## config.mk

```make
export PLATFORM = sky130hd
export DESIGN_NAME = imem_loader_flat
export DESIGN_NICKNAME = d
export VERILOG_FILES = /design/src/rtl/imem_loader_if.sv /design/src/rtl/imem_loader.sv /design/src/flat_wrapper.sv
export SDC_FILE = /design/constraint.sdc
export NUM_CORES = 1
export LEC_CHECK = 0
export ABC_AREA = 1
export BUFFER_PORTS_ARGS = -buffer_cell sky130_fd_sc_hd__buf_2
export CAP_MARGIN = 0
export CORE_ASPECT_RATIO = 1.25
export CORE_MARGIN = 2
export CORE_UTILIZATION = 45
export CTS_BUF_LIST = sky130_fd_sc_hd__clkbuf_2
export CTS_CLUSTER_SIZE = 16
export DETAILED_ROUTE_END_ITERATION = 10
export PLACE_DENSITY = 0.69
export SLEW_MARGIN = 10
export SYNTH_ARGS = -nofsm -noshare
export SYNTH_HDL_FRONTEND = slang
export SYNTH_SLANG_ARGS = --single-unit
```

## constraint.sdc

```tcl
create_clock -name clk -period 7.79 [get_ports clk]
set_input_delay 0 -clock clk [delete_from_list [all_inputs] [get_ports clk]]
set_output_delay 0 -clock clk [all_outputs]
set_load 0.01 [all_outputs]
```

## src/rtl/imem_loader_if.sv

```systemverilog
// Byte-stream and instruction-memory write bundle for the boot loader.
// The loader is the slave on the byte stream and drives the memory write port.
interface imem_loader_if #(
    parameter int ADDR_W = 8
);
    logic [7:0]        rx_data;
    logic              rx_valid;
    logic              rx_ready;
    logic [3:0]        imem_we;
    logic [ADDR_W-1:0] imem_addr;
    logic [31:0]       imem_din;

    modport slave (
        input  rx_data,
        input  rx_valid,
        output rx_ready,
        output imem_we,
        output imem_addr,
        output imem_din
    );

    modport master (
        output rx_data,
        output rx_valid,
        input  rx_ready,
        input  imem_we,
        input  imem_addr,
        input  imem_din
    );
endinterface

```

## src/rtl/imem_loader.sv

```systemverilog
// Boot loader: parses SYNC/LEN/data/CHK frames into little-endian words,
// writes them to instruction memory and releases the core on a good frame.
module imem_loader #(
    parameter int         ADDR_W    = 8,
    parameter logic [7:0] SYNC_BYTE = 8'hA5
) (
    input  logic              clk,
    input  logic              reset,
    input  logic              reload,
    imem_loader_if.slave      bus,
    output logic              core_reset,
    output logic              load_done,
    output logic              load_error,
    output logic [ADDR_W:0]   words_loaded
);

    typedef enum logic [2:0] {
        IDLE, LEN_LO, LEN_HI, DATA, CHECK, DONE, ERROR
    } state_t;

    localparam logic [16:0] DEPTH = 17'(2 ** ADDR_W);

    state_t            state_q;
    logic              rx_ready_q;
    logic [3:0]        imem_we_q;
    logic [ADDR_W-1:0] imem_addr_q;
    logic [31:0]       imem_din_q;
    logic              core_reset_q;
    logic              load_done_q;
    logic              load_error_q;
    logic [ADDR_W:0]   words_loaded_q;
    logic [1:0]        byte_idx_q;
    logic [23:0]       word_q;
    logic [7:0]        chk_q;
    logic [7:0]        len_lo_q;
    logic [15:0]       len_q;

    logic [31:0]       word_d;
    logic [7:0]        chk_d;
    logic [15:0]       len_d;
    logic              last_d;
    logic              accept;

    // Next-word, checksum and length candidates from the byte on the bus.
    always_comb begin
        word_d = {bus.rx_data, word_q};
        chk_d  = chk_q ^ bus.rx_data;
        len_d  = {bus.rx_data, len_lo_q};
        last_d = (16'(words_loaded_q) + 16'd1) == len_q;
        accept = bus.rx_valid & rx_ready_q & ~reload;
    end

    // Frame FSM with registered outputs; reload wins over any byte.
    always_ff @(posedge clk or posedge reset) begin
        if (reset) begin
            state_q        <= IDLE;
            rx_ready_q     <= 1'b1;
            imem_we_q      <= '0;
            imem_addr_q    <= '0;
            imem_din_q     <= '0;
            core_reset_q   <= 1'b1;
            load_done_q    <= 1'b0;
            load_error_q   <= 1'b0;
            words_loaded_q <= '0;
            byte_idx_q     <= '0;
            word_q         <= '0;
            chk_q          <= '0;
            len_lo_q       <= '0;
            len_q          <= '0;
        end else begin
            imem_we_q <= '0;
            if (reload) begin
                state_q        <= IDLE;
                rx_ready_q     <= 1'b1;
                core_reset_q   <= 1'b1;
                load_done_q    <= 1'b0;
                load_error_q   <= 1'b0;
                words_loaded_q <= '0;
                byte_idx_q     <= '0;
                chk_q          <= '0;
            end else if (accept) begin
                unique case (state_q)
                    IDLE: begin
                        if (bus.rx_data == SYNC_BYTE) begin
                            state_q        <= LEN_LO;
                            words_loaded_q <= '0;
                            byte_idx_q     <= '0;
                            chk_q          <= '0;
                        end
                    end
                    LEN_LO: begin
                        len_lo_q <= bus.rx_data;
                        state_q  <= LEN_HI;
                    end
                    LEN_HI: begin
                        len_q <= len_d;
                        if ({1'b0, len_d} > DEPTH) begin
                            state_q      <= ERROR;
                            load_error_q <= 1'b1;
                            rx_ready_q   <= 1'b0;
                        end else if (len_d == 16'd0) begin
                            state_q <= CHECK;
                        end else begin
                            state_q <= DATA;
                        end
                    end
                    DATA: begin
                        word_q     <= word_d[31:8];
                        chk_q      <= chk_d;
                        byte_idx_q <= byte_idx_q + 2'd1;
                        if (byte_idx_q == 2'd3) begin
                            imem_we_q      <= 4'hF;
                            imem_addr_q    <= words_loaded_q[ADDR_W-1:0];
                            imem_din_q     <= word_d;
                            words_loaded_q <= words_loaded_q
                                            + {{ADDR_W{1'b0}}, 1'b1};
                            if (last_d) begin
                                state_q <= CHECK;
                            end
                        end
                    end
                    CHECK: begin
                        rx_ready_q <= 1'b0;
                        if (bus.rx_data == chk_q) begin
                            state_q      <= DONE;
                            load_done_q  <= 1'b1;
                            core_reset_q <= 1'b0;
                        end else begin
                            state_q      <= ERROR;
                            load_error_q <= 1'b1;
                        end
                    end
                    default: begin
                    end
                endcase
            end
        end
    end

    assign bus.rx_ready  = rx_ready_q;
    assign bus.imem_we   = imem_we_q;
    assign bus.imem_addr = imem_addr_q;
    assign bus.imem_din  = imem_din_q;
    assign core_reset    = core_reset_q;
    assign load_done     = load_done_q;
    assign load_error    = load_error_q;
    assign words_loaded  = words_loaded_q;

endmodule

```

## src/flat_wrapper.sv

```systemverilog
// flat-port wrapper written by rule: the top's interface ports become plain ports
module imem_loader_flat 
#(
    parameter int         ADDR_W    = 8,
    parameter logic [7:0] SYNC_BYTE = 8'hA5
)
  (clk, reset, reload, core_reset, load_done, load_error, words_loaded, bus_rx_data, bus_rx_valid, bus_rx_ready, bus_imem_we, bus_imem_addr, bus_imem_din);
  imem_loader_if #(.ADDR_W(ADDR_W)) bus_i ();
  input  logic clk;
  input  logic reset;
  input  logic reload;
  output logic core_reset;
  output logic load_done;
  output logic load_error;
  output logic [ADDR_W:0] words_loaded;
  input wire logic [$bits(bus_i.rx_data)-1:0] bus_rx_data;
  input wire logic [$bits(bus_i.rx_valid)-1:0] bus_rx_valid;
  output wire logic [$bits(bus_i.rx_ready)-1:0] bus_rx_ready;
  output wire logic [$bits(bus_i.imem_we)-1:0] bus_imem_we;
  output wire logic [$bits(bus_i.imem_addr)-1:0] bus_imem_addr;
  output wire logic [$bits(bus_i.imem_din)-1:0] bus_imem_din;
  assign bus_i.rx_data = bus_rx_data;
  assign bus_i.rx_valid = bus_rx_valid;
  assign bus_rx_ready = bus_i.rx_ready;
  assign bus_imem_we = bus_i.imem_we;
  assign bus_imem_addr = bus_i.imem_addr;
  assign bus_imem_din = bus_i.imem_din;
  imem_loader #(.ADDR_W(ADDR_W), .SYNC_BYTE(SYNC_BYTE)) u_core (.clk(clk), .reset(reset), .reload(reload), .bus(bus_i), .core_reset(core_reset), .load_done(load_done), .load_error(load_error), .words_loaded(words_loaded));
endmodule
```

==> impl_metrics.yaml <==
synthesis:
  yosys_synthesis_warning_count: 0
  synth.yosys.seq_area_share: 0.558
  syn-instance-count: 614
  yosys_register_bits: 115
  synth_cell_type_count: 32
  syn-num-nets: 628
  post_synth.cell_area_avg_um2: 8.40
  area_of_the_mapped_netlist_um2: 5160
setup_path:
  count_of_buffering_cells_on_the_critical_path_with_inverters_included: 3
  worstPathArrival_ps: 3130
  critPathLaunchType: "register"
  critPathKind: "register to register"
  cell_with_the_largest_stage_delay_on_the_worst_path: "dfstp_2"
  timing.critical_path.max_delay_family: "simple AND/OR/NAND/NOR gates"
  cell_by_cell_trace_of_the_critical_path: "nand2_1 > nor2_1 > nand2_2 > buf_4 > nor2_8 > inv_2 > nor2_1 > inv_1 > nand2_1"
  worst_ep_required_time_ps: 8430
  critPathMaxFanout: 70
  critical_path.max_stage_delay_ps: 580
  critPathCaptureType: "register"
detailed_routing:
  dr.pass1.iters: 4
  drt-initial-drc-count: 236
  drcViolationCount: 0
  final_antenna_net_count: 0
  routedWlPerCell_um: 13.1
  avgViaCountPerCell: 5.00
  drt_wl_total_um: 11000
  num_vias: 4201
floorplan:
  die-height_um: 124
  core_region_area_um2: 11100
  initial_utilization: 0.463
  row_count: 43
  fp.dieArea_um2: 12300
  io_pins: 69
  die_w_um: 99.8
cts:
  clock_pin_slew_worst_setup_and_hold_paths_ps: 180
  ctsRootBufferMaster: "clkbuf_2"
  cts_htree_levels: 4
  tritoncts: "built"
  worst_skew_pair.late_latency_ps: 690
  cts_repair_resize_count: 0
  clock_sinks: 115
  hold_buffers: 13
  postCtsSetupBuffers: 0
  tritoncts_buffers: 17
  maximum_buffer_depth_of_the_clock_tree: 2
status:
  status: "complete, no violations"
global_route:
  grt_pass1_vias: 3948
  grt_start_max_net_pins: 77
  number_of_antenna_violations_at_the_first_check_in_global_routing: 0
  grt_usage: 0.193
  grt_overflow: 0
  grt_first_pass_wirelength_um: 18500
power_and_ir_drop:
  intPower_uw: 896
  vdd_ir_drop_max_uv: 145
  power.density_nw_per_um2: 233
  switching_fraction: 0.349
  power.sequential.fraction: 0.533
  power_switching_uw: 480
  power.share.clock: 0.255
  share_comb_of_total_power: 0.212
  total_leakage_power_uw: 0.00306
timing:
  worst_slack_ps: 5290
  rsz0062_at_grt: "false"
  setup_tns_ps: 0
  timing_worst_slew_pin_value_ps: 1160
  maxSlewHeadroom: 0.219
  period_share: 0.320
  setup-violations-final: 0
  finalHoldViolations: 0
  fmax_mhz: 401
  fin_skew_ps: 33.4
  final-max-slew-violation-count: 0
  post-route-min-period_ps: 2500
cells_and_area:
  mostFrequentLayoutCell: "nand2_1"
  layout.nets: 706
  fill_count: 1033
  layout.cell_area.non_filler_um2: 5900
  post_layout_nonfiller_instances: 840
  drive_gt1_frac: 0.197
  layout_common_cells: "nand2_1, dfrtp_1, o21ai_0"
  area.growth.synth_to_final_pct: 14.4
  diodes: 0
placed_design:
  place.detailed.instances: 795
  gp_congestion: 0.883
  dpl_cell_area_um2: 5570
  post-place-ws_ps: 5360
  dp.final_hpwl_um: 7740
  port_buffers: 68
hold_path:
  min-delay-path-class: "input pin to register"
flow_run:
  cap_violations: 0
path summary, 6_finish.rpt:
| check | from | to | slack [ps] | cells past startpoint |
|---|---|---|---|---|
| setup / recovery | u_core.bus.rx_ready$_DFFE_PP1P_ | u_core.words_loaded[0]$_DFFE_PP0P_ | 5290 | 9 |
| hold / removal | bus_rx_data[5] | u_core.bus.imem_din[29]$_DFFE_PP0P_ | 190 | 4 |
| setup reg to reg | u_core.bus.rx_ready$_DFFE_PP1P_ | u_core.words_loaded[0]$_DFFE_PP0P_ | 5290 | 9 |
| hold reg to reg | u_core.bus.imem_din[0]$_DFFE_PP0P_ | u_core.bus.imem_din[0]$_DFFE_PP0P_ | 490 | 2 |
| max in group asynchronous | reset | u_core.state_q[0]$_DFFE_PP0P_ | 6010 | 5 |
| min in group asynchronous | reset | u_core.bus.imem_din[23]$_DFFE_PP0P_ | 450 | 4 |
cells in the mapped netlist:
cell type  count  area share
a31oi_1        1      0.0012
nor2_4         4      0.0087
nand4_2        1      0.0024
nand4_1        6      0.0073
nand3_1       23       0.022
o21ai_0       74       0.072
inv_2          7      0.0051
buf_1          1     0.00073
buf_6          1      0.0022
buf_2          9      0.0087
xor2_1         1      0.0017
o31ai_1        1      0.0015
nand3b_1       2      0.0029
nor2_8         1      0.0039
nor4_1         1      0.0012
nand2_1      198        0.14
xnor2_1        7       0.012
or2_2          1      0.0012
buf_4          3      0.0044
nor2_1        27       0.020
o21ai_2        1      0.0017
o21ai_1       29       0.028
inv_1         61       0.044
ha_1           2      0.0049
clkbuf_1      10      0.0073
nand3_2        2      0.0039
dfrtp_1      113        0.55
dfstp_2        2       0.010
a21oi_1        4      0.0039
nor3_1         3      0.0029
nand2_2       14       0.017
nor2_2         4      0.0049
logic make-up (layout without fill, tap and decap cells):
logic type / Yosys count / after routing / synth area share
AOI/OAI and AO/OA: 110 / 110 / 0.108
xor gates and xnor gates: 8 / 8 / 0.0136
adders and majority gates: 2 / 2 / 0.00485
DFF: 115 / 115 / 0.558
buffers and inverters: 92 / 183 / 0.0728
and+or+nand+nor: 287 / 287 / 0.242
sequential cells by signal (all words and copies together), names as in the netlist:
register              flops
u_core.load_error         1
u_core.state_q            3
u_core.chk_q              8
u_core.bus.imem_addr      8
u_core.len_q             16
u_core.words_loaded       9
u_core.len_lo_q           8
u_core.bus.imem_we        1
u_core.byte_idx_q         2
u_core.load_done          1
u_core.word_q            24
u_core.bus.rx_ready       1
u_core.core_reset         1
u_core.bus.imem_din      32
power by group through the flow:
stage,clock network (uW),logic [uW],registers [uW]
floorplan,0,223,731
global placement,0,276,740
detailed placement,0,288,745
CTS,360,294,733
global route,391,341,745
finish,351,291,734
worst reg2reg max path, stage by stage (launching register included):
cell,delay (ps)
dfstp_2,580
nand2_1,110
nor2_1,230
nand2_2,80
buf_4,280
nor2_8,340
inv_2,440
nor2_1,280
inv_1,60
nand2_1,60
metrics by stage:
stage	utilization	power [uW]	hold WS, ps
after floorplan	-	954	170
after global placement	0.500	1020	48.5
after detailed placement	0.500	1030	63.6
after CTS	0.530	1390	150
after global routing	0.530	1480	165
final	0.530	1380	188
cell type report:
type / count / area, um2 / share of cell area
sequential: 115 / 2880 / 0.488
multi-input combinational: 407 / 1900 / 0.322
clock inverter: 13 / 111 / 0.0189
tap: 135 / 169 / 0.0286
clock buffer: 19 / 95.1 / 0.0161
inverter: 68 / 258 / 0.0437
timing repair buffer: 83 / 485 / 0.0823
routing by layer:
layer | global-route usage | up-vias | part of all wire
met5 | 0 | - | 0
met4 | 0.0736 | 0 | 0.027
met3 | 0.0533 | 24 | 0.045
met2 | 0.309 | 110 | 0.46
met1 | 0.251 | 1961 | 0.46
li1 | - | 2106 | -
(Power assumes the default switching activity.)
